--- src/rtl/btb_gshare_predictor.sv ---
// btb_gshare_predictor
//   Fetch-stage branch predictor: a tagged, direct-mapped BTB plus a table of
//   saturating direction counters. Prediction is purely combinational from
//   registered state. The EX stage returns resolved branches on the feedback
//   port, and the tables see those updates from the following cycle.
//
//   Optional feature macro: BP_GSHARE_EN
//     defined   - the counter index is the PC index XOR global history; a
//                 non-speculative GHR is kept and exported on pre_ghr_o.
//     undefined - bimodal indexing; there are no GHR flops, pre_ghr_o is 0
//                 and set_ghr_i is ignored.
//
// Ports
//   clk, rst            clock (rising edge), synchronous active-high reset
//   pc_i                fetch PC to predict
//   pre_hit_o           BTB tag hit for pc_i
//   pre_take_o          predict taken
//   pre_destination_o   predicted target (0 on miss)
//   pre_ghr_o           history used for this prediction
//   feedback_valid_i    resolved-branch update strobe
//   set_pc_i            PC of the resolved branch
//   set_taken_i         actual direction
//   set_target_i        actual target
//   set_ghr_i           pre_ghr_o value that travelled with the branch
module btb_gshare_predictor #(
    parameter int PCW  = 31,
    parameter int IDXW = 5,
    parameter int TAGW = 8,
    parameter int CNTW = 2,
    parameter int GHRW = 5
) (
    input  logic            clk,
    input  logic            rst,
    input  logic [PCW-1:0]  pc_i,
    output logic            pre_hit_o,
    output logic            pre_take_o,
    output logic [PCW-1:0]  pre_destination_o,
    output logic [GHRW-1:0] pre_ghr_o,
    input  logic            feedback_valid_i,
    input  logic [PCW-1:0]  set_pc_i,
    input  logic            set_taken_i,
    input  logic [PCW-1:0]  set_target_i,
    input  logic [GHRW-1:0] set_ghr_i
);

    localparam int ENTRIES = 1 << IDXW;
    localparam logic [CNTW-1:0] CNT_INIT = CNTW'((1 << (CNTW - 1)) - 1);
    localparam logic [CNTW-1:0] CNT_MAX  = '1;

    logic            r_valid  [ENTRIES];
    logic [TAGW-1:0] r_tag    [ENTRIES];
    logic [PCW-1:0]  r_target [ENTRIES];
    logic [CNTW-1:0] r_cnt    [ENTRIES];

    logic [IDXW-1:0] w_idx;
    logic [TAGW-1:0] w_tag;
    logic [IDXW-1:0] w_cidx;
    logic [IDXW-1:0] w_set_idx;
    logic [TAGW-1:0] w_set_tag;
    logic [IDXW-1:0] w_set_cidx;
    logic [IDXW-1:0] w_ghr_ext;
    logic [IDXW-1:0] w_set_ghr_ext;
    logic [CNTW-1:0] w_set_cnt;
    logic [CNTW-1:0] w_cnt_next;
    logic            w_hit;
    logic            w_unused;

    assign w_idx     = pc_i[IDXW-1:0];
    assign w_tag     = pc_i[IDXW+TAGW-1:IDXW];
    assign w_set_idx = set_pc_i[IDXW-1:0];
    assign w_set_tag = set_pc_i[IDXW+TAGW-1:IDXW];

`ifdef BP_GSHARE_EN
    logic [GHRW-1:0] r_ghr;

    // History is shifted only on resolved branches, so it never needs repair.
    always_ff @(posedge clk) begin
        if (rst) begin
            r_ghr <= '0;
        end else if (feedback_valid_i) begin
            r_ghr <= {r_ghr[GHRW-2:0], set_taken_i};
        end
    end

    assign w_ghr_ext     = IDXW'(r_ghr);
    assign w_set_ghr_ext = IDXW'(set_ghr_i);
    assign pre_ghr_o     = r_ghr;
    assign w_unused      = ^{pc_i, set_pc_i};
`else
    assign w_ghr_ext     = '0;
    assign w_set_ghr_ext = '0;
    assign pre_ghr_o     = '0;
    assign w_unused      = ^{pc_i, set_pc_i, set_ghr_i};
`endif

    // The update uses the history carried with the branch, not the current
    // GHR, so it trains the same counter that produced the prediction.
    assign w_cidx     = w_idx ^ w_ghr_ext;
    assign w_set_cidx = w_set_idx ^ w_set_ghr_ext;

    assign w_hit             = r_valid[w_idx] && (r_tag[w_idx] == w_tag);
    assign pre_hit_o         = w_hit;
    assign pre_take_o        = w_hit && r_cnt[w_cidx][CNTW-1];
    assign pre_destination_o = w_hit ? r_target[w_idx] : '0;

    assign w_set_cnt = r_cnt[w_set_cidx];

    always_comb begin
        w_cnt_next = w_set_cnt;
        if (set_taken_i) begin
            if (w_set_cnt != CNT_MAX) w_cnt_next = w_set_cnt + CNTW'(1);
        end else begin
            if (w_set_cnt != '0) w_cnt_next = w_set_cnt - CNTW'(1);
        end
    end

    // Counters train on every resolved branch; the BTB only learns taken ones,
    // overwriting whatever alias currently owns the slot.
    always_ff @(posedge clk) begin
        if (rst) begin
            for (int i = 0; i < ENTRIES; i++) begin
                r_valid[i]  <= 1'b0;
                r_tag[i]    <= '0;
                r_target[i] <= '0;
                r_cnt[i]    <= CNT_INIT;
            end
        end else if (feedback_valid_i) begin
            r_cnt[w_set_cidx] <= w_cnt_next;
            if (set_taken_i) begin
                r_valid[w_set_idx]  <= 1'b1;
                r_tag[w_set_idx]    <= w_set_tag;
                r_target[w_set_idx] <= set_target_i;
            end
        end
    end

endmodule
--- config.mk ---
export PLATFORM = sky130hd
export DESIGN_NAME = btb_gshare_predictor
export DESIGN_NICKNAME = d
export VERILOG_FILES = /design/src/rtl/btb_gshare_predictor.sv
export SDC_FILE = /design/constraint.sdc
export NUM_CORES = 2
export LEC_CHECK = 0
export BUFFER_PORTS_ARGS = -buffer_cell sky130_fd_sc_hd__buf_4
export CORE_ASPECT_RATIO = 0.6
export CORE_MARGIN = 2
export CORE_UTILIZATION = 30
export CTS_CLUSTER_DIAMETER = 150
export CTS_CLUSTER_SIZE = 30
export DETAILED_ROUTE_END_ITERATION = 8
export GPL_TIMING_DRIVEN = 1
export PLACE_DENSITY = 0.55
export SYNTH_ARGS = -nofsm -noshare
export SYNTH_HDL_FRONTEND = slang
export SYNTH_SLANG_ARGS = --single-unit
export TNS_END_PERCENT = 30
--- constraint.sdc ---
create_clock -name clk -period 4 [get_ports clk]
set_input_delay 0 -clock clk [delete_from_list [all_inputs] [get_ports clk]]
set_output_delay 0 -clock clk [all_outputs]
set_load 0.01 [all_outputs]
* Word level (Yosys, flattened, before mapping)
Memories as Yosys holds them, arrays and structs flattened.
Index checks and enable logic that the tools add are counted.
** Storage, ports and cells
- Memory bits (writable) :: 1344
- Memories kept :: 4
- Register bits :: 0
- Memory bits (read-only) :: 0
- Latch bits :: 0
** Memory list
- r_target :: depth 32, bits a word 31, read ports 1, clocked after memory_dff 0, write ports 32, line 52 : logic [PCW-1:0] r_target [ENTRIES];
- r_tag :: depth 32, bits a word 8, read ports 1, clocked after memory_dff 0, write ports 32, line 51 : logic [TAGW-1:0] r_tag [ENTRIES];
- r_cnt :: depth 32, bits a word 2, read ports 2, clocked after memory_dff 0, write ports 32, line 53 : logic [CNTW-1:0] r_cnt [ENTRIES];
- r_valid :: depth 32, bits a word 1, read ports 1, clocked after memory_dff 0, write ports 32, line 50 : logic r_valid [ENTRIES];
** Cells by class
- $mul :: 0
- Bitwise operators :: 0
- Reduce and logical (&&, ||, !) cells :: 7
- Order comparisons :: 0
- Mux-type cells :: 25
- Div/mod/pow operators :: 0
- Shifts and indexed selects :: 0
- Add/sub/neg operators :: 2
- Equal/unequal tests :: 2
** Operators by type and width (number)
- 2-to-1 mux 31 bit :: 2
- OR reduction 31 bit :: 1
- 2-to-1 mux 5 bit :: 4
- 2-to-1 mux 1 bit :: 14
- equality test 8 bit :: 1
- 2-to-1 mux 2 bit :: 4
- 2-to-1 mux 8 bit :: 1
- OR reduction 8 bit :: 1
- adder 2 x 1 -> 2 bit, second input constant :: 1
- logical AND 1 bit :: 2
- inequality test 2 bit, second input constant :: 1
- nonzero test 2 bit :: 1
- OR reduction 2 bit :: 1
- subtractor 2 x 1 -> 2 bit, second input constant :: 1
- OR reduction 1 bit :: 1

* Logic depth before layout (Yosys ltp)
- Word-level depth :: 6
- Depth in mapped cells :: 13
- Gate-level depth less buffers :: 8

* Worst setup path after synthesis
Ideal clock, no wire load.
- Path kind :: input-to-output
- Start :: in pc_i[0]
- End :: out pre_destination_o[10]
- Data arrival time :: 2.366 ns
- Slack :: 1.634 ns
- Stages on the path :: 13
- Path buffers :: 6
- Required time :: 4.000 ns
- Cells stage by stage :: buf_4 > buf_4 > buf_4 > buf_2 > buf_2 > mux2i_1 > nand2_1 > nand3_1 > nand3_1 > xnor2_1 > nand4_4 > buf_6 > nor3_2
** On the way
- Longest elaborated chain between the ends :: 4
- Elaborated cells between the ends (all ways) :: 6
- Those cells by class :: eq/ne (1); mux (1); reduce/logical (1); memory (3)
** RTL lines
- start: declaration :: line 34 : input logic [PCW-1:0] pc_i,
- memory read (32 x 8 bit)
- equality test 8 bit :: line 101 : assign w_hit = r_valid[w_idx] && (r_tag[w_idx] == w_tag);
- logical AND 1 bit :: line 101
- 2-to-1 mux 31 bit * :: line 104 : assign pre_destination_o = w_hit ? r_target[w_idx] : '0;
- end: declaration :: line 37 : output logic [PCW-1:0] pre_destination_o,
Every way passes the cells marked *; elsewhere a longest branch is shown, timed or not.

* Worst setup path in the final report
- Start :: mem r_tag[10][1]
- End :: out pre_destination_o[0]
** On the way
- Longest elaborated chain between the ends :: 4
** RTL lines (line)
- start: declaration :: 51
- memory read (32 x 8 bit)
- equality test 8 bit :: 101
- logical AND 1 bit :: 101
- 2-to-1 mux 31 bit :: 104
No other way between the ends.

==> reports/qor.yml <==
status:
  status: "completed"
floorplanning:
  die_x_um: 589
  die_h_um: 355
  num_rows: 128
  start_util_pct: 30.2
  die-area_um2: 209000
  pin_count: 140
  coreArea_um2: 203000
logic_synthesis:
  synth_warnings: 0
  synth_xor_area_share_pct: 0.0997
  synthAdderAreaFrac_pct: 0.0325
  synth_compound_area_share_pct: 1.24
  synth.area.mux_share_pct: 15.6
  synth_top_family_by_area: "multiplexers"
  syn_area_per_cell_um2: 15.9
  synthCells: 3872
  synth_edf_count: 1312
  synth_seq_cells: 1344
  yosys.area_share.simple_pct: 15.1
  synth_cell_types: 46
  ys.flop_type: "edfxtp_1"
  async_flop_share_pct: 0
  synth_area_um2: 61500
  ys_seq_area_share_pct: 65.1
power:
  p_clk_share_pct: 26.4
  power_frac_comb_pct: 9.9
  switchingPower_w: 0.00616
  p_leak_nw: 22.2
  peakVddDrop_mv: 0.310
  p_seq_share_pct: 63.7
  p_sw_share_pct: 24.1
  p_int_w: 0.0194
  p_per_area_nw_per_um2: 381
sta:
  finClkSkew_ns: 0.0274
  fin_crit_ns: 3.73
  hold_violations: 0
  drv_slew: 0
  setup_violations: 0
  fin_setup_tns_ns: 0
  relSlewSlack_pct: 25.5
  fmax_mhz: 268
  grt_setup_unrepaired: "false"
  period_share_pct: 93.2
  tightest_slew_ns: 1.12
worst_setup_path:
  max_stage_delay_ns: 0.51
  arrival_ns: 3.73
  critPathLaunchType: "flop"
  path_class: "reg -> out"
  path_cells: "mux4_2 -> mux4_2 -> mux2i_1 -> xnor2_1 -> nor2_2 -> nand4_4 -> buf_4 -> nor3_2 -> buf_4"
  cp_max_fo: 11
  worstSetupEndpointType: "output port"
  worstPathRequired_ns: 4.00
  crit_path_top_delay_cell: "mux4_2"
drt:
  met2_length_um: 81100
  finalWirelength_um: 192000
  drt.antenna.violating_nets: 0
  top_layer: "met4"
  wl_met3_um: 21800
  vias: 33700
  drtIter0Drc: 5537
  met1Wirelength_um: 85800
  dr.pass1.iters: 6
  drc: 0
  viasPerCell: 5.17
  wire_per_inst_um: 29.4
cts:
  cts_tree: "built"
  cts_sinks: 1344
  numCtsBuffers: 50
  clk-insertion-delay-late_ns: 0.72
  htreeDepth: 2
  path_clk_slew_ns: 0.13
  cts_setup_buffers: 0
  cts-root-buf: "clkbuf_16"
  clockBufferDepth: 3
placed_design:
  io_buffer_count: 93
  dp_hpwl_um: 105000
  gp_congestion: 0.792
cells_and_area:
  layout_commonest_cell: "edfxtp_1"
  fin_util_pct: 33.0
  area_growth_syn_to_layout_pct: 9.05
  nets: 3869
  final_cell_mix: "edfxtp_1 (1312), and2_1 (1252), mux4_2 (383)"
  drive_gt1_share_pct: 19.5
grt:
  grt_usage_pct: 18.2
  grt_pass1_vias: 33100
  grt_pass1_wl_um: 268000
  overflow: 0
  grt_max_degree: 95
  antenna_found_initial: 25
hold_path:
  hold_path_class: "in -> reg"
job:
  cap_violations: 0
-- flip-flops by register name (all words and copies together), names as in the netlist --
name      count
r_valid      32
r_cnt        64
r_tag       256
r_target    992
-- final cells by class --
| type | instances | area, µm² |
|---|---|---|
| Tap cell | 2730 | 3420 |
| Clock inverter | 2 | 17.5 |
| Fill cell | 19500 | 136000 |
| Sequential cell | 1344 | 40000 |
| Antenna cell | 15 | 37.5 |
| Timing Repair Buffer | 246 | 2190 |
| Inverter | 4 | 15.0 |
| Clock buffer | 60 | 1310 |
| Multi-Input combinational cell | 2121 | 20000 |
-- repair_timing --
item | CTS | global route
gates resized for setup | 0 | 1
endpoints found under the setup margin | 0 | 1
hold endpoints to repair | 1253 | 0
hold buffers | 43 | 0
-- layer usage --
metal	up-vias	global-route usage, %
li1	14000	-
met1	17800	27.4
met2	1809	26.1
met3	159	5.13
met4	0	2.94
met5	-	0
-- cell usage after synthesis, types with 2 or more instances --
cell      count  area [µm²]
edfxtp_1   1312       39400
and2_1     1252        7830
mux4_2      383        8630
clkbuf_1    339        1270
mux2i_1      86         861
nor3_1       68         340
nand2_1      48         180
nor2_1       41         154
buf_2        36         180
o21ai_0      34         170
or2_2        33         206
a21o_1       32         240
dfxtp_1      32         641
nor3_2       29         290
a22oi_1      27         203
buf_4        18         135
nor2b_1      11        68.8
nand3_1      10        50.1
buf_1         9        33.8
o22ai_1       9        56.3
a21oi_1       6        30.0
xnor2_1       6        52.6
and3_1        5        31.3
buf_6         5        56.3
mux4_1        5         131
nand2b_1      5        31.3
inv_1         3        11.3
nand3b_1      3        22.5
or3_1         3        18.8
a221oi_1      2        17.5
a22o_1        2        17.5
a31oi_1       2        12.5
maj3_1        2        20.0
nor4_1        2        12.5
-- power groups by stage --
stage / clock, W / combinational, W / sequential (W)
floorplan: 0 / 0.00151 / 0.0165
CTS: 0.00686 / 0.00254 / 0.0163
global placement: 0 / 0.00248 / 0.0166
finish: 0.00676 / 0.00253 / 0.0163
global route: 0.00726 / 0.00266 / 0.0163
detailed placement: 0 / 0.00249 / 0.0166
-- per-stage QoR --
stage	hold slack, ns	power (W)	cell area (µm²)	cells	worst slack [ns]
4_1_cts	0.00411	0.0257	67000	6507	0.00744
3_5_place_dp	0.434	0.0191	65300	6402	0.547
3_3_place_gp	0.427	0.0191	65300	6402	0.573
6_report	0.0388	0.0256	67100	6522	0.274
2_1_floorplan	0.198	0.0180	61500	3876	1.63
5_1_grt	0.0449	0.0263	67000	6507	0.0912
-- worst paths after layout --
check | from | to | slack (ns) | cells past startpoint
worst min-delay path | set_pc_i[2] | r_cnt[18][0]$_SDFFCE_PN1P_ | 0.04 | 4
worst min register to register | r_valid[18]$_DFF_P_ | r_valid[18]$_DFF_P_ | 0.46 | 1
worst max register to register | r_cnt[14][1]$_SDFFCE_PN0P_ | r_cnt[14][0]$_SDFFCE_PN1P_ | 1.16 | 8
worst max-delay path | r_tag[10][1]$_SDFFCE_PN0P_ | pre_destination_o[0] | 0.27 | 9
-- cells by family (layout without fill, tap and decap cells) --
kind of cell    Yosys count  in the layout
simple gates           1517           1517
flops                  1344           1344
mux                     474            474
buf+inv                 411            312
compound gates          116            116
xor+xnor                  7              7
fa+ha+maj                 2              2
other cells               1             20
-- worst max-delay path, delay by kind of cell (launching register included) --
family	cells	cell delay (ns)
buffers and inverters	2	0.49
xor gates and xnor gates	1	0.10
muxes	3	1.22
and+or+nand+nor	3	0.77
DFF	1	0.40
No activity file was read; power rests on OpenSTA's default activity.
